[src/rtl/cla4_driver.sv]
// Issue/collect controller for the registered 4-bit CLA adder stage.
// Operands enter on a valid/ready stream and are launched into the adder.
// A two-stage shadow pipeline tracks each operation and its expected mod-16
// sum. Adder results are buffered in a small circular FIFO and presented on
// an output valid/ready stream. Mismatches against the expected sum are
// flagged and counted.
module cla4_driver #(
    parameter int DEPTH = 4,
    parameter int CNT_W = 16
) (
    input  logic             clk,
    input  logic             rst,
    input  logic             in_valid,
    output logic             in_ready,
    input  logic [3:0]       in_a,
    input  logic [3:0]       in_b,
    output logic             add_en,
    output logic [3:0]       add_a,
    output logic [3:0]       add_b,
    input  logic [3:0]       add_res,
    output logic             out_valid,
    input  logic             out_ready,
    output logic [3:0]       out_sum,
    output logic             err,
    output logic [CNT_W-1:0] err_count,
    output logic [CNT_W-1:0] op_count
);

    localparam int AW = (DEPTH > 1) ? $clog2(DEPTH) : 1;
    localparam int CW = AW + 1;
    localparam logic [CW:0] DEPTH_L = (CW + 1)'(DEPTH);

    // Shadow pipeline mirroring the adder's two register stages.
    logic             r_v1;
    logic             r_v2;
    logic [3:0]       r_e1;
    logic [3:0]       r_e2;

    // Result FIFO storage and bookkeeping.
    logic [3:0]       r_mem [DEPTH];
    logic [AW-1:0]    r_wr_ptr;
    logic [AW-1:0]    r_rd_ptr;
    logic [CW-1:0]    r_count;

    // Status registers.
    logic             r_err;
    logic [CNT_W-1:0] r_err_count;
    logic [CNT_W-1:0] r_op_count;

    logic             w_in_fire;
    logic             w_add_en;
    logic             w_push;
    logic             w_pop;
    logic             w_out_valid;
    logic             w_mismatch;
    logic [3:0]       w_expected;
    logic [CW:0]      w_inflight;

    // Credit counts everything already committed to land in the FIFO:
    // buffered entries plus both in-flight stages. Pops in the same cycle
    // are deliberately not credited so out_ready never reaches in_ready.
    assign w_inflight  = {1'b0, r_count} + {{CW{1'b0}}, r_v1} + {{CW{1'b0}}, r_v2};
    assign in_ready    = !rst && (w_inflight < DEPTH_L);
    assign w_in_fire   = in_valid && in_ready;
    assign w_expected  = in_a + in_b;

    // Adder only clocks while something is entering or in flight.
    assign w_add_en    = w_in_fire | r_v1 | r_v2;
    assign add_en      = w_add_en;
    assign add_a       = w_in_fire ? in_a : 4'd0;
    assign add_b       = w_in_fire ? in_b : 4'd0;

    assign w_out_valid = (r_count != '0);
    assign w_push      = r_v2;
    assign w_pop       = w_out_valid && out_ready;
    assign w_mismatch  = r_v2 && (add_res != r_e2);

    assign out_valid   = w_out_valid;
    assign out_sum     = w_out_valid ? r_mem[r_rd_ptr] : 4'd0;
    assign err         = r_err;
    assign err_count   = r_err_count;
    assign op_count    = r_op_count;

    // Advance the shadow pipeline in lockstep with the adder's enable.
    always_ff @(posedge clk) begin
        if (rst) begin
            r_v1 <= 1'b0;
            r_v2 <= 1'b0;
            r_e1 <= 4'd0;
            r_e2 <= 4'd0;
        end else if (w_add_en) begin
            r_v1 <= w_in_fire;
            r_e1 <= w_in_fire ? w_expected : 4'd0;
            r_v2 <= r_v1;
            r_e2 <= r_e1;
        end
    end

    // FIFO storage write; contents need no reset since out_sum is gated.
    always_ff @(posedge clk) begin
        if (!rst && w_push) begin
            r_mem[r_wr_ptr] <= add_res;
        end
    end

    // FIFO pointers and occupancy; push never stalls thanks to the credit.
    always_ff @(posedge clk) begin
        if (rst) begin
            r_wr_ptr <= '0;
            r_rd_ptr <= '0;
            r_count  <= '0;
        end else begin
            if (w_push) begin
                r_wr_ptr <= r_wr_ptr + 1'b1;
            end
            if (w_pop) begin
                r_rd_ptr <= r_rd_ptr + 1'b1;
            end
            case ({w_push, w_pop})
                2'b10:   r_count <= r_count + 1'b1;
                2'b01:   r_count <= r_count - 1'b1;
                default: r_count <= r_count;
            endcase
        end
    end

    // Result checking: sticky error flag, saturating error and wrapping op counts.
    always_ff @(posedge clk) begin
        if (rst) begin
            r_err       <= 1'b0;
            r_err_count <= '0;
            r_op_count  <= '0;
        end else begin
            if (w_push) begin
                r_op_count <= r_op_count + 1'b1;
            end
            if (w_mismatch) begin
                r_err <= 1'b1;
                if (r_err_count != '1) begin
                    r_err_count <= r_err_count + 1'b1;
                end
            end
        end
    end

endmodule

[config.mk]
export PLATFORM = sky130hd
export DESIGN_NAME = cla4_driver
export DESIGN_NICKNAME = d
export VERILOG_FILES = /design/src/rtl/cla4_driver.sv
export SDC_FILE = /design/constraint.sdc
export NUM_CORES = 1
export LEC_CHECK = 0
export ABC_CLOCK_PERIOD_IN_PS = 5300
export CORE_ASPECT_RATIO = 0.6
export CORE_UTILIZATION = 30
export DETAILED_ROUTE_END_ITERATION = 10
export DONT_BUFFER_PORTS = 1
export SLEW_MARGIN = 20
export SYNTH_ARGS = -nofsm -noshare
export SYNTH_HDL_FRONTEND = slang
export SYNTH_SLANG_ARGS = --single-unit
[constraint.sdc]
create_clock -name clk -period 5.3 [get_ports clk]
set_input_delay 0.53 -clock clk [delete_from_list [all_inputs] [get_ports clk]]
set_output_delay 0.53 -clock clk [all_outputs]
set_load 0.05 [all_outputs]
==> results_dict.tcl, run 1 <==
set metrics [dict create \
    setup_ws_ns 1.851 \
    grt_max_degree 54 \
    rsz0062_at_grt "false" \
    hpwl_um 4404 \
    dp_slack_ns 2.222 \
    design.portCount 64 \
    die_x_um 133.3 \
    viasPerCell 4.679 \
    dr.pass1.iters 4 \
    ctsRootBufferMaster "clkbuf_16" \
    maxCapViolations 0 \
    placed_area_mm2 0.003237 \
    nets 334 \
    period_minus_slack_ns 3.449 \
    grt-ovfl-total 0 \
    period_share_pct 65.07 \
    synth_edf_count 16 \
    synth.area.mux_share_pct 3.550 \
    peakVddDrop_v 0.0001633 \
    synth-xor-area-share_pct 9.318 \
    ctsHoldBuffers 0 \
    ant_nets 0 \
    drive_gt1_share_pct 9.355 \
    fp.dieH_um 80.76 \
    grt_pass1_wl_um 9715 \
    synth_fa_ha_area_share_pct 5.728 \
    antenna_cells 0 \
    synth_area_per_cell_um2 10.20 \
    drtIter0Drc 66 \
    synth_top_family_by_area "simple AND/OR/NAND/NOR gates" \
    yosysWarnings 0 \
    cp_slowest_cell "a2111oi_4" \
    hp-class "input pin to flop" \
    setup_viol 0 \
    vias 2082 \
    critical_path_buf_inv_count 1 \
    synth_top_flop_cell "dfxtp_1" \
    dieArea_mm2 0.01076 \
    cp_max_fo 14 \
    synth_cell_types 42 \
    antenna_found_initial 0 \
    finalHoldViolations 0 \
    synth_cells 304 \
    synth_nets 333 \
    clk-insertion-delay-late_ns 0.33 \
    areaGrowthSynthToFinish_pct 14.28 \
    p_leak_uw 0.001229 \
    power_density_mw_per_mm2 402.5 \
    async_reset_ff_share_pct 0 \
    final_area_mm2 0.003545 \
    start_kind "flop" \
    total_power_uw 1427 \
    routedWlPerCell_um 13.82 \
    num_rows 28 \
    clock_sink_count 68 \
    worstMarginPinSlew_ns 0.9610 \
    crit_chain "ha_1 -> a21o_1 -> a2111oi_4 -> nor3_2 -> inv_1" \
    start_util_pct 31.17 \
    slew_headroom_pct 35.82 \
    mappedNetlistArea_mm2 0.003102 \
    cts-htree-levels 3 \
    worst_ep_arrival_time_ns 2.92 \
    crit_family "compound AO/OA/AOI/OAI gates" \
    fmax_mhz 290.0 \
    core_mm2 0.009950 \
    cts_tree "yes" \
    endpoint_kind "output pin" \
    status "finished clean" \
    drc 0 \
    fin_tns_setup_ns 0 \
    path_clk_slew_ns 0.06 \
    post_cts.repair.setup_buffers 0 \
    cts_buffers 9 \
    crit_required_ns 4.77 \
    clockBufferDepth 2 \
    critPathKind "flop to output pin" \
    grt_use_total_pct 12.02 \
    synth_compound_area_share_pct 7.342 \
    dp_cells 429 \
    post_cts_resized 0 \
    finalMaxSlewViolations 0 \
    yosysSeqAreaShare_pct 49.05 \
    gp_congestion 0.7396 \
    final.fill_count 1011 \
    wl_um 6149 \
    stdcell_count 445 \
    synth_seq_cells 68 \
    port_buffers 0 \
    finClkSkew_ns 0.008002 \
    grt_pass1_vias 1968 \
    critical-path-max-stage-delay_ns 0.72 \
    synthSimpleGateAreaFrac_pct 22.07 \
]
[final timing paths]
check | startpoint | to | slack [ns] | cells past startpoint
setup / recovery | r_v2 | add_en | 1.85 | 5
hold / removal | rst | op_count[13] | 0.27 | 1
setup reg to reg | r_v2 | r_e2[3] | 2.37 | 7
hold reg to reg | r_e1[0] | r_e2[0] | 0.46 | 2
[cell usage after synthesis (2+ instances only)]
cell	n	area share, %
dfxtp_1	52	34
nor2_1	39	4.7
nand2_1	20	2.4
and2_1	18	3.6
xnor2_1	18	5.1
edfxtp_1	16	15
a21oi_1	15	2.4
xor2_1	15	4.2
inv_1	12	1.5
ha_1	11	4.4
nand3_1	8	1.3
clkbuf_1	7	0.85
nor3_1	7	1.1
nand4_1	6	1.2
or3_1	6	1.2
nor4_1	5	1.0
a22oi_1	4	0.97
and3_1	4	0.81
mux4_2	4	2.9
a21o_1	3	0.73
buf_2	3	0.48
o21ai_0	3	0.48
and4_1	2	0.56
fa_1	2	1.3
mux2i_1	2	0.65
nor2b_1	2	0.40
nor3b_1	2	0.48
nor4b_1	2	0.56
o31ai_1	2	0.48
or2_2	2	0.40
[cells in the final DEF (no fill, tap or decap), drive strengths merged]
cell,instances
xor2,15
nor4b,2
dfxtp,52
or3,6
clkinv,4
nor2b,2
nor3,8
and2,18
inv,12
and4,3
fa,2
a2111oi,1
mux4,4
o21ba,1
nand4,7
nand3b,1
a211oi,1
a21o,3
xnor2,18
or4,1
buf,1
edfxtp,16
and3,4
a21oi,15
o31ai,2
or2,2
nand2,20
o21ai,3
o31a,1
clkbuf,10
o41ai,1
nor2,39
nor3b,2
bufinv,2
nor4,6
ha,11
a22oi,4
nand3,8
mux2i,2
[cell type report]
| cell class | instances | area (µm²) | area share, % |
|---|---|---|---|
| Multi-Input combinational cell | 213 | 1494 | 42.15 |
| Clock buffer | 10 | 229.0 | 6.460 |
| Clock inverter | 6 | 78.83 | 2.224 |
| Inverter | 12 | 45.04 | 1.271 |
| Tap cell | 135 | 168.9 | 4.765 |
| Sequential cell | 68 | 1521 | 42.92 |
| Timing Repair Buffer | 1 | 7.507 | 0.2118 |
[worst reg2reg max path, stage by stage (launching register included)]
cell and delay (ns):
dfxtp_1 0.66, ha_1 0.33, a21o_1 0.23, a2111oi_4 0.72, nor3_2 0.22, inv_1 0.45, nand2_1 0.10, a21oi_1 0.16
[report_power, final]
group | switching [µW] | total [µW] | internal [µW] | leakage, µW
registers | 32.7 | 585 | 553 | 0.000565
clock network | 209 | 616 | 407 | 0.000154
logic | 159 | 225 | 65.5 | 0.000511
total | 401 | 1430 | 1030 | 0.00123
[state kept, by name, summed over array words and instances (netlist names), named ones only]
name,flops
r_wr_ptr,2
r_rd_ptr,2
err,1
r_mem,16
r_e1,4
op_count,16
r_v2,1
r_e2,4
r_count,3
r_v1,1
err_count,16
[per-stage QoR]
stage	hold WS (ns)	util, %
2_1_floorplan	0.4360	-
3_3_place_gp	0.4492	32.53
3_5_place_dp	0.4489	32.53
4_1_cts	0.2530	35.63
5_1_grt	0.2487	35.63
6_report	0.2683	35.63
[cell families after synthesis]
logic type	Yosys count
and+or+nand+nor	129
DFF	68
xor gates and xnor gates	33
AOI/OAI and AO/OA	32
buffers and inverters	23
adders and majority gates	13
muxes	6
[routing by layer]
metal	part of all wire, %	global-route usage [%]
met1	52	15.85
met2	40	16.61
met3	7.4	6.492
met4	0.83	3.750
met5	0	0
Power figures use the tool's default switching activity.
==> run 2: changes to the inputs <==
Settings changed: ABC_CLOCK_PERIOD_IN_PS 5300 to 3150.
Clock period 5.3 ns to 3.15 ns, I/O delays scaled along.
==> run 2 against run 1 <==
Total power grew 74%. Setup slack lost 1.4 ns. Final cell count grew 4.0%. Largest power group unchanged.
==> results_dict.tcl, run 2 (synthesis gave the netlist of run 1 again) <==
set metrics [dict create \
    drc 0 \
    dieArea_mm2 0.01076 \
    layout_common_cells "dfxtp_1, nor2_1, nand2_1" \
    drive_gt1_share_pct 14.63 \
    routedWlPerCell_um 13.95 \
    rsz0062_at_grt "false" \
    ctsHoldBuffers 0 \
    num_rows 28 \
    critPathKind "flop to output pin" \
    antenna_cells 0 \
    setup_viol 0 \
    dp_slack_ns 0.8038 \
    antenna_found_initial 0 \
    endpoint_kind "output pin" \
    cp_max_fo 8 \
    vias 2190 \
    cts_tree "yes" \
    crit_required_ns 2.83 \
    period_share_pct 85.23 \
    final.fill_count 1019 \
    worst_ep_arrival_time_ns 2.37 \
    grt_pass1_vias 2070 \
    ff_latch_area_mm2 0.001521 \
    core_mm2 0.009950 \
    post_cts.repair.setup_buffers 0 \
    setup_ws_ns 0.4652 \
    viasPerCell 4.730 \
    ant_nets 0 \
    p_leak_uw 0.001331 \
    wl_um 6460 \
    clockBufferDepth 2 \
    grt_pass1_wl_um 10730 \
    gp_congestion 0.7639 \
    post_cts_resized 0 \
    fin_tns_setup_ns 0 \
    nets 352 \
    finalMaxSlewViolations 0 \
    final_common_cell "dfxtp_1" \
    period_minus_slack_ns 2.685 \
    worstMarginPinSlew_ns 0.6416 \
    clock_sink_count 68 \
    die_x_um 133.3 \
    hpwl_um 4661 \
    cts-htree-levels 3 \
    hp-class "input pin to flop" \
    power_density_mw_per_mm2 669.8 \
    grt_busiest_layer "met2" \
    clk-insertion-delay-late_ns 0.33 \
    design.portCount 64 \
    areaGrowthSynthToFinish_pct 19.32 \
    dr.pass1.iters 4 \
    maxCapViolations 0 \
    grt.met2_usage_pct 18.33 \
    grt-ovfl-total 0 \
    status "finished clean" \
    fp.dieH_um 80.76 \
    peakVddDrop_v 0.0003076 \
    post-route-util_pct 37.20 \
    start_kind "flop" \
    grt_use_total_pct 13.18 \
    port_buffers 0 \
    slew_headroom_pct 57.17 \
    finalHoldViolations 0 \
    cts_buffers 9 \
    fmax_mhz 372.5 \
    use_met3_pct 6.242 \
    finClkSkew_ns 0.003526 \
    ctsRootBufferMaster "clkbuf_16" \
    grt_max_degree 54 \
    start_util_pct 31.17 \
    multiInputGateArea_mm2 0.001494 \
    met1_usage_pct 17.48 \
    path_clk_slew_ns 0.05 \
    drtIter0Drc 105 \
]
## run 2: worst max-delay path: stages, from the launching register on
cell	delay [ns]
dfxtp_1	0.38
ha_1	0.25
a21o_1	0.22
a2111oi_4	0.51
buf_4	0.23
and2_1	0.44
## run 2: worst paths after layout
check | startpoint | to | slack (ns) | cells past startpoint
worst min-delay path | rst | op_count[5] | 0.05 | 1
worst max-delay path | r_count[0] | add_b[1] | 0.47 | 5
worst max register to register | r_count[1] | r_count[2] | 0.81 | 9
worst min register to register | r_e2[2] | r_e2[2] | 0.46 | 2
## run 2: routing by layer
metal / vias to the layer above / wire (µm)
met3: 12 / 533
li1: 1091 / -
met4: 0 / 92
met2: 63 / 2620
met1: 1024 / 3214
met5: - / 0
## run 2: stage by stage
step	hold WS (ns)	total power, µW	area (µm²)	instances
finish	0.05454	2479	3701	463
global route	0.04098	2599	3701	463
CTS	0.03857	2515	3701	463
detailed placement	0.3910	1407	3372	447
global placement	0.3899	1400	3372	447
floorplan	0.4139	1337	3102	304
## run 2: area by class of cell
class,count,area share (%)
clock inverters,4,1.961
clock buffers,12,6.930
flip-flops and latches,68,41.11
multi-input cells,213,40.37
repair buffers,19,3.854
inverters,12,1.217
well taps,135,4.564
## run 2: power by group
| group | internal, µW | total (µW) | leakage (µW) | switching (µW) |
|---|---|---|---|---|
| clock | 734 | 1090 | 0.000159 | 360 |
| sequential | 930 | 978 | 0.000565 | 48.9 |
| combinational | 128 | 406 | 0.000608 | 278 |
| total | 1790 | 2480 | 0.00133 | 687 |
